<file path="src/rtl/led_palette_arbiter.sv">
// -----------------------------------------------------------------------------
// led_palette_arbiter
//
// Purpose: drives a 4-LED RGB palette that normally mirrors a background
// palette. Two requesters can temporarily override a single LED lane with
// their own colour for a number of hold-timer ticks. Access is arbitrated
// round-robin; the winner owns the palette until its hold expires or it is
// aborted.
//
// Handshake: i_req is a level request per requester. It is only looked at
// while the arbiter is idle; the chosen requester sees a one-cycle o_grant
// pulse, and a one-cycle o_done pulse when its override ends. A requester
// that keeps i_req high after o_done is simply arbitrated again.
//
// Ports:
//   i_clk, i_rstn                  clock (rising edge), async active-low reset
//   i_bg_{red,green,blue}_value    background palette, LED n in [8n+7:8n]
//   i_req[1:0]                     level requests, bit k = requester k
//   i_reqK_led_index / _rgb /      override target lane, colour {R,G,B}
//   _hold_ticks                    and duration in ticks (0 acts as 1)
//   i_abort                        ends an active hold early
//   o_color_led_*_value            registered arbitrated palette
//   o_grant[1:0], o_done[1:0]      one-hot one-cycle pulses
//   o_busy                         high in GRANT, HOLD and RELEASE
// -----------------------------------------------------------------------------
module led_palette_arbiter #(
    parameter int unsigned parm_FCLK             = 40_000_000,
    parameter int unsigned parm_ticks_per_second = 128
) (
    input  logic        i_clk,
    input  logic        i_rstn,
    input  logic [31:0] i_bg_red_value,
    input  logic [31:0] i_bg_green_value,
    input  logic [31:0] i_bg_blue_value,
    input  logic [1:0]  i_req,
    input  logic [1:0]  i_req0_led_index,
    input  logic [1:0]  i_req1_led_index,
    input  logic [23:0] i_req0_rgb,
    input  logic [23:0] i_req1_rgb,
    input  logic [7:0]  i_req0_hold_ticks,
    input  logic [7:0]  i_req1_hold_ticks,
    input  logic        i_abort,
    output logic [31:0] o_color_led_red_value,
    output logic [31:0] o_color_led_green_value,
    output logic [31:0] o_color_led_blue_value,
    output logic [1:0]  o_grant,
    output logic [1:0]  o_done,
    output logic        o_busy
);

    localparam int unsigned DIV       = parm_FCLK / parm_ticks_per_second;
    localparam int unsigned CW        = (DIV > 1) ? $clog2(DIV) : 1;
    localparam logic [CW-1:0] TICK_LAST = CW'(DIV - 1);

    typedef enum logic [1:0] {
        S_IDLE    = 2'd0,
        S_GRANT   = 2'd1,
        S_HOLD    = 2'd2,
        S_RELEASE = 2'd3
    } state_t;

    // run_q rises on the first clock after reset release; the rest of the
    // design only advances once it is set, so the first active edge is the
    // second rising clock after i_rstn goes high.
    logic          run_q;
    state_t        state_q, state_d;
    logic [CW-1:0] tick_cnt_q, tick_cnt_d;
    logic [7:0]    hold_cnt_q, hold_cnt_d;
    logic [1:0]    led_idx_q, led_idx_d;
    logic [23:0]   rgb_q, rgb_d;
    logic          owner_q, owner_d;
    logic          last_served_q, last_served_d;
    logic [1:0]    grant_q, grant_d;
    logic [1:0]    done_q, done_d;
    logic [31:0]   red_q, red_d;
    logic [31:0]   green_q, green_d;
    logic [31:0]   blue_q, blue_d;

    logic          tick;
    logic          winner;
    logic [7:0]    sel_hold;

    assign tick = (tick_cnt_q == TICK_LAST);

    // Both requesting: the one not served last wins. Otherwise the single
    // requester wins (value irrelevant when nobody requests).
    always_comb begin
        if (i_req == 2'b11) begin
            winner = ~last_served_q;
        end else begin
            winner = i_req[1] & ~i_req[0];
        end
    end

    always_comb begin
        state_d       = state_q;
        tick_cnt_d    = tick ? '0 : tick_cnt_q + 1'b1;
        hold_cnt_d    = hold_cnt_q;
        led_idx_d     = led_idx_q;
        rgb_d         = rgb_q;
        owner_d       = owner_q;
        last_served_d = last_served_q;
        grant_d       = 2'b00;
        done_d        = 2'b00;
        sel_hold      = winner ? i_req1_hold_ticks : i_req0_hold_ticks;

        red_d   = i_bg_red_value;
        green_d = i_bg_green_value;
        blue_d  = i_bg_blue_value;
        if (state_q == S_HOLD) begin
            red_d[{led_idx_q, 3'b000} +: 8]   = rgb_q[23:16];
            green_d[{led_idx_q, 3'b000} +: 8] = rgb_q[15:8];
            blue_d[{led_idx_q, 3'b000} +: 8]  = rgb_q[7:0];
        end

        case (state_q)
            S_IDLE: begin
                if (i_req != 2'b00) begin
                    state_d    = S_GRANT;
                    owner_d    = winner;
                    led_idx_d  = winner ? i_req1_led_index : i_req0_led_index;
                    rgb_d      = winner ? i_req1_rgb : i_req0_rgb;
                    hold_cnt_d = (sel_hold == 8'd0) ? 8'd1 : sel_hold;
                    grant_d    = winner ? 2'b10 : 2'b01;
                end
            end
            S_GRANT: begin
                state_d = S_HOLD;
            end
            S_HOLD: begin
                if (i_abort || (tick && hold_cnt_q == 8'd1)) begin
                    state_d = S_RELEASE;
                    done_d  = owner_q ? 2'b10 : 2'b01;
                end else if (tick) begin
                    hold_cnt_d = hold_cnt_q - 8'd1;
                end
            end
            S_RELEASE: begin
                state_d       = S_IDLE;
                last_served_d = owner_q;
            end
            default: begin
                state_d = S_IDLE;
            end
        endcase
    end

    always_ff @(posedge i_clk or negedge i_rstn) begin
        if (!i_rstn) begin
            run_q         <= 1'b0;
            state_q       <= S_IDLE;
            tick_cnt_q    <= '0;
            hold_cnt_q    <= 8'd0;
            led_idx_q     <= 2'd0;
            rgb_q         <= 24'd0;
            owner_q       <= 1'b0;
            last_served_q <= 1'b1;
            grant_q       <= 2'b00;
            done_q        <= 2'b00;
            red_q         <= 32'd0;
            green_q       <= 32'd0;
            blue_q        <= 32'd0;
        end else begin
            run_q <= 1'b1;
            if (run_q) begin
                state_q       <= state_d;
                tick_cnt_q    <= tick_cnt_d;
                hold_cnt_q    <= hold_cnt_d;
                led_idx_q     <= led_idx_d;
                rgb_q         <= rgb_d;
                owner_q       <= owner_d;
                last_served_q <= last_served_d;
                grant_q       <= grant_d;
                done_q        <= done_d;
                red_q         <= red_d;
                green_q       <= green_d;
                blue_q        <= blue_d;
            end
        end
    end

    assign o_color_led_red_value   = red_q;
    assign o_color_led_green_value = green_q;
    assign o_color_led_blue_value  = blue_q;
    assign o_grant                 = grant_q;
    assign o_done                  = done_q;
    assign o_busy                  = (state_q != S_IDLE);

endmodule

</file>
<file path="config.mk">
export PLATFORM = sky130hd
export DESIGN_NAME = led_palette_arbiter
export DESIGN_NICKNAME = d
export VERILOG_FILES = /design/src/rtl/led_palette_arbiter.sv
export SDC_FILE = /design/constraint.sdc
export NUM_CORES = 1
export LEC_CHECK = 0
export ABC_AREA = 1
export BUFFER_PORTS_ARGS = -buffer_cell sky130_fd_sc_hd__buf_2
export CORE_MARGIN = 2
export CORE_UTILIZATION = 51
export DETAILED_ROUTE_END_ITERATION = 8
export PLACE_DENSITY = 0.84
export RECOVER_POWER = 100
export SETUP_SLACK_MARGIN = 0.05
export SLEW_MARGIN = 20
export SYNTH_ARGS = -nofsm -noshare
export SYNTH_HDL_FRONTEND = slang
export SYNTH_SLANG_ARGS = --single-unit
</file>
<file path="constraint.sdc">
create_clock -name i_clk -period 3.9 [get_ports i_clk]
set_input_delay 0.195 -clock i_clk [delete_from_list [all_inputs] [get_ports i_clk]]
set_output_delay 0.195 -clock i_clk [all_outputs]
set_load 0.02 [all_outputs]
</file>
==> results.tsv, run 1 <==
metric	value	unit
status	complete, but fails checks	
violations	capacitance limit, slew limit	
synth_seq_cells	158	
min_period_over_period	0.870	
die_w	131	µm
worst_pin_slew	1.57	ns
rrSetupSlack	0.51	ns
avgSynthCellArea	7.93	µm²
gr-usage-all-layers	0.313	
cp_data_arrival_time	3.70	ns
root_buffer	clkbuf_16	
crit_required	4.20	ns
pwr-share-seq	0.397	
fillers	1429	
synth_cells	1035	
cts_tree	yes	
numCtsBuffers	17	
skew	0.00973	ns
synthDistinctLibCells	40	
max_slew_margin	-0.0485	
first_pass_iters	5	
synth_top_area_share	0.479	
r2r_start	run_q	
final.setup.tns	0	ns
ant_nets	0	
critPathCaptureType	flip-flop	
path_max_fanout	47	
clk_latency	0.43	ns
clock_sinks	158	
p_int	0.00364	W
final_hold_viol_count	0	
yosysMostFrequentCell	nor2_1	
power.density	622	nW/µm²
grt_start_max_net_pins	106	
io_pins	270	
synthArstFlopShare	1.00	
worst_hold_path.num_cells	3	
utilization	0.634	
yosysWarnings	0	
port_buffers	269	
reg2reg_depth	4	
cts.path.max_buffers	2	
std_cell_rows	46	
period_minus_slack	3.39	ns
crit_type	flip-flop to flip-flop	
min-delay-start	i_bg_green_value[13]	
ys.flop_type	dfrtp_1	
switching_share	0.418	
antenna_found_initial	2	
drive_gt1_frac	0.183	
syn-cell-area	8210	µm²
die_area	17100	µm²
grt_first_pass_wirelength	41000	µm
ir_worst_vdd	0.385	mV
max_clock_freq	295	MHz
drc_errors	0	
switchingPower	0.00261	W
power	0.00624	W
r2r-end	o_color_led_green_value[10]	
cp-start-kind	flip-flop	
wl_per_cell	18.0	µm
setup_viol	0	
drtIter0Drc	995	
drv_slew	73	
synth_largest_area_cell	dfrtp_1	
dp_hpwl	19400	µm
whs_endpoint	o_color_led_green_value[13]	
clkPwrFrac	0.269	
rsz0062_at_grt	false	
avgViaCountPerCell	5.67	
maxCapViolCount	2	
comb_power_share	0.334	
synth_edf_count	0	
wl	27100	µm
htreeDepth	4	
grt_pass1_vias	7832	
post_cts_resized	0	
ys_top_cells_by_area	dfrtp_1, nor2_1, nand2_1	
clk_pin_slew	0.07	ns
die_y	131	µm
grt.overflow.total	0	
globalplace.congestion	0.952	
p_leak	4.63	nW
seq_area_frac_synth	0.482	
num-nets-final	1454	
synth_fp_nets	1215	
min_path_type	primary input to flip-flop	
syn2layout_area_growth	22.3	%
initial_core_util	0.519	
synth_commonest_cells	nor2_1, nand2_1, dfrtp_1	
vias	8533	
core-area	15800	µm²
[per-layer routing]
| metal | track usage | up-vias | routed length [µm] |
|---|---|---|---|
| met5 | 0 | - | 27 |
| met4 | 0.135 | 4 | 943 |
| met3 | 0.0725 | 82 | 2670 |
| met2 | 0.477 | 517 | 12300 |
| met1 | 0.432 | 4004 | 11200 |
| li1 | - | 3926 | - |
[cell type report]
| cell class | instances | area (µm²) | share of cell area |
|---|---|---|---|
| clock buffer | 20 | 457 | 0.0455 |
| clock inverter | 12 | 133 | 0.0132 |
| multi-input combinational | 753 | 3680 | 0.367 |
| inverter | 63 | 238 | 0.0237 |
| timing repair buffer | 281 | 1300 | 0.129 |
| antenna | 1 | 2.50 | 0.000249 |
| tap | 216 | 270 | 0.0269 |
| sequential | 158 | 3960 | 0.394 |
[worst max-delay path by stage]
| stage | from | endpoint | slack, ns | cells past startpoint |
|---|---|---|---|---|
| 2_1_floorplan | led_idx_q[0] | o_color_led_blue_value[15] | 1.98 | 8 |
| 3_3_place_gp | led_idx_q[0] | o_color_led_blue_value[0] | 1.21 | 8 |
| 3_5_place_dp | led_idx_q[0] | o_color_led_green_value[5] | 1.01 | 8 |
| 4_1_cts | led_idx_q[0] | o_color_led_green_value[5] | 1.01 | 8 |
| 5_1_grt | run_q | o_color_led_green_value[12] | 0.34 | 4 |
| 6_report | run_q | o_color_led_green_value[10] | 0.51 | 4 |
[cell usage in the layout, fill, tap and decap left out, types with 4 or more instances in the layout]
cell,instances
a21oi_1,111
a221oi_1,44
buf_2,167
buf_4,5
clkbuf_1,105
clkbuf_16,17
dfrtp_1,156
ha_1,11
inv_1,57
inv_2,4
nand2_1,171
nand2_2,5
nand3_1,55
nand3b_1,6
nand4_1,9
nor2_1,231
nor2_2,5
nor3_1,9
o21ai_0,61
o22ai_1,4
xor2_1,9
[critical path, cell delays in order, from the launching register on]
cell and delay, ns:
dfrtp_4 0.69, clkinvlp_2 1.11, clkbuf_2 0.85, a221oi_1 0.48, nor2_1 0.11
[cell families after synthesis]
family | count (synthesis) | share of synthesized area
AO/OA/AOI/OAI | 227 | 0.162
XOR/XNOR | 10 | 0.0107
adder cells (fa/ha/maj) | 11 | 0.0168
buffers and inverters | 124 | 0.0654
flip-flops | 158 | 0.482
other | 1 | 0.000457
AND/OR/NAND/NOR | 504 | 0.263
[registers in the layout, summed over array words and instances, names as in the netlist]
| register | count |
|---|---|
| hold_cnt_q | 8 |
| run_q | 1 |
| o_color_led_red_value | 32 |
| owner_q | 1 |
| o_color_led_green_value | 32 |
| o_done | 2 |
| led_idx_q | 2 |
| o_grant | 2 |
| o_color_led_blue_value | 32 |
| rgb_q | 24 |
| last_served_q | 1 |
| tick_cnt_q | 19 |
| state_q | 2 |
[power groups by stage]
stage | sequential [W] | combinational (W) | clock, W
2_1_floorplan | 0.00255 | 0.00129 | 0
3_3_place_gp | 0.00247 | 0.00207 | 0
3_5_place_dp | 0.00247 | 0.00213 | 0
4_1_cts | 0.00245 | 0.00214 | 0.00168
5_1_grt | 0.00252 | 0.00233 | 0.00174
6_report | 0.00248 | 0.00209 | 0.00168
[stage by stage]
stage	cells	hold WS, ns	area, µm²	worst slack, ns
global route	1503	0.0384	10000	0.341
finish	1504	0.0218	10000	0.507
floorplan	1035	-0.101	8210	1.98
detailed placement	1470	0.398	9620	1.01
global placement	1470	0.389	9620	1.21
CTS	1503	0.0172	10200	1.01
[timing repair]
item,4_1_cts,5_1_grt
hold endpoints to repair,102,0
buffers inserted,0,0
hold buffers,1,0
(Power assumes the default switching activity.)
==> inputs of run 2 (changes only) <==
--- a/config.mk
+++ b/config.mk
@@ -6,11 +6,11 @@
 export NUM_CORES = 1
 export LEC_CHECK = 0
 export ABC_AREA = 1
-export BUFFER_PORTS_ARGS = -buffer_cell sky130_fd_sc_hd__buf_2
 export CORE_MARGIN = 2
 export CORE_UTILIZATION = 51
 export DETAILED_ROUTE_END_ITERATION = 8
-export PLACE_DENSITY = 0.84
+export DONT_BUFFER_PORTS = 1
+export PLACE_DENSITY = 0.7
 export RECOVER_POWER = 100
 export SETUP_SLACK_MARGIN = 0.05
 export SLEW_MARGIN = 20
==> constraint.sdc (replaced) <==
create_clock -name i_clk -period 4.4 [get_ports i_clk]
set_input_delay 0.22 -clock i_clk [delete_from_list [all_inputs] [get_ports i_clk]]
set_output_delay 0.22 -clock i_clk [all_outputs]
set_load 0.02 [all_outputs]
==> results.tsv, run 2 (same netlist as run 1, synthesis figures left out) <==
metric	value	unit	change
setup_ws	0.699	ns	+0.192 ns
first_pass_iters	6		+1
num-nets-final	1280		-12%
port_buffers	0		-100%
crit_required	4.71	ns	+0.51 ns
setup_viol	0		unchanged
p_leak	4.25	nW	-8.3%
max_slew_margin	-0.496		-0.448
clock_sinks	158		unchanged
grt.overflow.total	0		unchanged
vias	7963		-6.7%
critPathCaptureType	flip-flop		
numCtsBuffers	17		unchanged
grt_pass1_vias	7301		-6.8%
drc_errors	0		unchanged
final.setup.tns	0	ns	unchanged
die_y	131	µm	unchanged
final_common_cell	nor2_1		
min_period_over_period	0.841		-0.0288
io_pins	270		unchanged
htreeDepth	4		unchanged
drive_gt1_frac	0.0557		-0.127
cts_tree	yes		
wl	27300	µm	+0.60%
ant_nets	0		unchanged
cp-start-kind	flip-flop		
die_area	17100	µm²	unchanged
clk_latency	0.43	ns	about the same
root_buffer	clkbuf_16		
path_max_fanout	35		-26%
clk_pin_slew	0.07	ns	about the same
hold_buffers	101		+100
worst_pin_slew	2.24	ns	+0.672 ns
status	complete, but fails checks		
cp_data_arrival_time	4.01	ns	+0.31 ns
max_clock_freq	270	MHz	-8.3%
initial_core_util	0.519		unchanged
fillers	1371		-4.1%
cts.path.max_buffers	2		unchanged
power.density	557	nW/µm²	-10%
maxCapViolCount	2		unchanged
final_cell_mix	nor2_1, nand2_1, dfrtp_1		
crit_type	flip-flop to flip-flop		
rsz0062_at_grt	false		
ir_worst_vdd	0.310	mV	-19%
drtIter0Drc	887		-11%
post_cts_resized	0		unchanged
core-area	15800	µm²	unchanged
final_hold_viol_count	0		unchanged
antenna_found_initial	3		+1
die_w	131	µm	unchanged
avgViaCountPerCell	5.97		+5.2%
min_path_type	primary input to flip-flop		
syn2layout_area_growth	18.8	%	
period_minus_slack	3.70	ns	+0.308 ns
std_cell_rows	46		unchanged
globalplace.congestion	0.927		-2.6%
dp_hpwl	18100	µm	-6.6%
grt_first_pass_wirelength	40400	µm	-1.6%
wl_per_cell	20.5	µm	+13%
violations	capacitance limit, slew limit		
skew	0.0119	ns	+0.00222 ns
drv_slew	242		+230%
gr-usage-all-layers	0.311		-0.00255
pre_cts_ws	1.48	ns	+0.476 ns
grt_start_max_net_pins	159		+50%
cts_setup_buffers	0		unchanged
[run 2: changes by cell type in the layout (fill, tap and decap cells not counted), moves of 2 or more]
cell           change
buf_2            -167
clkbuf_1         -103
dlygate4sd3_1     +99
diode_2            +4
nor2_2             -3
bufinv_16          -2
clkbuf_2           -2
inv_6              +2
nor2_1             +2
[run 2: layout make-up]
| class | instances | area, µm² | area share |
|---|---|---|---|
| Timing Repair Buffer | 107 | 1050 | 0.107 |
| Antenna cell | 5 | 12.5 | 0.00128 |
| Sequential cell | 158 | 3960 | 0.406 |
| Clock inverter | 13 | 103 | 0.0105 |
| Inverter | 63 | 238 | 0.0244 |
| Clock buffer | 19 | 443 | 0.0454 |
| Multi-Input combinational cell | 753 | 3680 | 0.377 |
| Tap cell | 216 | 270 | 0.0277 |
[run 2: metrics by stage]
step | std cells | hold slack (ns) | utilization | power (W) | area [µm²]
2_1_floorplan | 1035 | -0.0756 | - | 0.00340 | 8210
3_3_place_gp | 1196 | -0.0719 | 0.520 | 0.00379 | 8230
3_5_place_dp | 1196 | -0.0717 | 0.520 | 0.00383 | 8230
4_1_cts | 1329 | 0.000391 | 0.619 | 0.00542 | 9800
5_1_grt | 1332 | 0.000331 | 0.616 | 0.00573 | 9750
6_report | 1334 | 0.00717 | 0.616 | 0.00543 | 9750
[run 2: critical path, stage by stage (launching register included)]
cell and delay [ns]:
dfstp_1 0.56, nand2_2 0.13, nand2_1 0.96, inv_1 0.80
o21ai_0 0.43, o21ai_1 0.12, dlygate4sd3_1 0.57
[run 2: path summary, 6_finish.rpt]
| check | from | endpoint | slack (ns) | cells past startpoint |
|---|---|---|---|---|
| setup / recovery | last_served_q | rgb_q[22] | 0.70 | 6 |
| hold / removal | i_bg_red_value[27] | o_color_led_red_value[27] | 0.007 | 2 |
| setup reg to reg | last_served_q | rgb_q[22] | 0.70 | 6 |
| hold reg to reg | owner_q | o_done[1] | 0.47 | 2 |
| max in group asynchronous | i_rstn | run_q | 1.86 | 2 |
| min in group asynchronous | i_rstn | hold_cnt_q[3] | 0.89 | 2 |
[run 2: power breakdown]
group	internal, W	switching [W]
Combinational	0.000559	0.00106
Clock	0.000748	0.000646
Sequential	0.00180	0.000614
[run 2: routing by layer]
layer | part of all wire | up-vias | track usage
li1 | - | 3582 | -
met1 | 0.41 | 3845 | 0.424
met2 | 0.46 | 476 | 0.467
met3 | 0.11 | 60 | 0.102
met4 | 0.021 | 0 | 0.111
met5 | 0 | - | 0
==> inputs of run 3 (changes only) <==
--- a/config.mk
+++ b/config.mk
@@ -10,7 +10,7 @@
 export CORE_UTILIZATION = 51
 export DETAILED_ROUTE_END_ITERATION = 8
 export DONT_BUFFER_PORTS = 1
-export PLACE_DENSITY = 0.7
+export PLACE_DENSITY = 0.73
 export RECOVER_POWER = 100
 export SETUP_SLACK_MARGIN = 0.05
 export SLEW_MARGIN = 20
==> constraint.sdc (replaced) <==
create_clock -name i_clk -period 3.1 [get_ports i_clk]
set_input_delay 0.155 -clock i_clk [delete_from_list [all_inputs] [get_ports i_clk]]
set_output_delay 0.155 -clock i_clk [all_outputs]
set_load 0.02 [all_outputs]
==> results.tsv, run 3 (same netlist as run 1, synthesis figures left out) <==
metric	value	unit	change
crit_type	flip-flop to flip-flop		
crit_required	3.40	ns	-1.31 ns
hold_buffers	147		+46%
final_cell_mix	nor2_1, nand2_1, dfrtp_1		
cp_top_family	buffers and inverters		
grt_start_max_net_pins	159		unchanged
min_path_type	primary input to asynchronous set/reset pin		
critPathCaptureType	flip-flop		
die_y	131	µm	unchanged
drc_errors	0		unchanged
multi_input_area	3690	µm²	+0.34%
comb_power_share	0.313		+0.014
avgViaCountPerCell	5.83		-2.3%
vias	8109		+1.8%
fillers	1295		-5.5%
ant_nets	0		unchanged
path_buf_inv	2		unchanged
cp_cell_sequence	nand2_1 -> nand2_2 -> inv_1 -> o21ai_0 -> o21ai_1 -> dlygate4sd3_1		
htreeDepth	4		unchanged
grt.overflow.total	0		unchanged
post_cts_resized	0		unchanged
cp-start-kind	flip-flop		
first_pass_iters	8		+2
core-area	15800	µm²	unchanged
grt_first_pass_wirelength	41400	µm	+2.7%
grt_pass1_vias	7912		+8.4%
setup_viol	0		unchanged
max_clock_freq	361	MHz	+34%
wl_per_cell	19.7	µm	-3.5%
syn2layout_area_growth	26.1	%	
regArea	3960	µm²	unchanged
max_stage_delay	0.57	ns	-0.39 ns
drv_slew	45		-81%
maxCapViolCount	1		-1
switchingPower	0.00327	W	+41%
io_pins	270		unchanged
period_minus_slack	2.77	ns	-0.934 ns
power.density	773	nW/µm²	+39%
final_common_cell	nor2_1		
antenna_found_initial	1		-2
cp_data_arrival_time	3.07	ns	-0.94 ns
worst_pin_slew	1.97	ns	-0.276 ns
max_slew_margin	-0.312		+0.184
switching_share	0.408		-0.0193
wl	27500	µm	+0.65%
numCtsBuffers	17		unchanged
min_period_over_period	0.893		+0.0515
utilization	0.654		+0.0380
port_buffers	0		unchanged
design_area	10400	µm²	+6.2%
violations	hold timing, capacitance limit, slew limit		
die_area	17100	µm²	unchanged
final.setup.tns	0	ns	unchanged
final_hold_viol_count	158		+158
dp_hpwl	17400	µm	-3.7%
clk_latency	0.42	ns	about the same
globalplace.congestion	0.909		-2.0%
p_leak	4.52	nW	+6.4%
pwr-share-seq	0.430		-0.015
clkPwrFrac	0.256		about the same
cts.path.max_buffers	2		unchanged
drive_gt1_frac	0.0647		+0.00903
status	complete, but fails checks		
skew	0.0105	ns	-0.00149 ns
drtIter0Drc	763		-14%
rsz0062_at_grt	false		
path_max_fanout	30		-14%
clock_sinks	158		unchanged
num-nets-final	1341		+4.8%
p_int	0.00474	W	+52%
clk_pin_slew	0.07	ns	about the same
root_buffer	clkbuf_16		
whs	-0.572	ns	-0.579 ns
std_cell_rows	46		unchanged
gr-usage-all-layers	0.318		+0.00697
ir_worst_vdd	0.499	mV	+61%
dpl_cell_area	8330	µm²	+1.2%
die_w	131	µm	unchanged
initial_core_util	0.519		unchanged
cts_tree	yes		
crit_slowest_cell	dlygate4sd3_1		
-- run 3: changes by cell type in the layout (fill, tap and decap cells not counted), sizes merged, moves of 4 or more --
cell,change
clkbuf,+6
dlygate4sd3,+47
diode,-4
inv,-4
buf,+11
-- run 3: final cells by class --
class,count,share of cell area
diodes,1,0.000242
clock buffers,22,0.0458
clock inverters,10,0.0100
inverters,63,0.0230
multi-input cells,753,0.357
flip-flops and latches,158,0.382
well taps,216,0.0261
repair buffers,168,0.156
-- run 3: metal layers --
layer | GRT usage | routed length [µm]
met1 | 0.420 | 11200
met2 | 0.501 | 12800
met3 | 0.0770 | 2620
met4 | 0.140 | 868
met5 | 0 | 0
-- run 3: power by group through the flow --
stage	clock (W)	sequential, W	combinational, W
2_1_floorplan	0	0.00320	0.00162
3_3_place_gp	0	0.00344	0.00199
3_5_place_dp	0	0.00344	0.00205
4_1_cts	0.00208	0.00341	0.00245
5_1_grt	0.00218	0.00349	0.00278
6_report	0.00205	0.00344	0.00251
-- run 3: final timing paths --
check,startpoint,end,slack (ns),depth (start not counted)
max,last_served_q,rgb_q[3],0.33,6
min,i_rstn,hold_cnt_q[2],-0.57,0
max reg2reg,last_served_q,rgb_q[3],0.33,6
min reg2reg,owner_q,o_done[1],0.48,2
max in group asynchronous,i_rstn,o_color_led_red_value[6],3.42,0
min in group i_clk,i_bg_green_value[22],o_color_led_green_value[22],0.03,2
-- run 3: metrics by stage --
stage	std cells	worst slack [ns]	power (W)
global placement	1207	0.904	0.00542
CTS	1386	0.315	0.00793
finish	1391	0.333	0.00800
floorplan	1035	1.18	0.00482
global route	1390	0.174	0.00844
detailed placement	1207	0.858	0.00548
-- run 3: timing repair --
item | 4_1_cts | 5_1_grt
setup buffers | 0 | 4
hold endpoints to repair | 279 | 158
setup endpoints to repair | 0 | 9
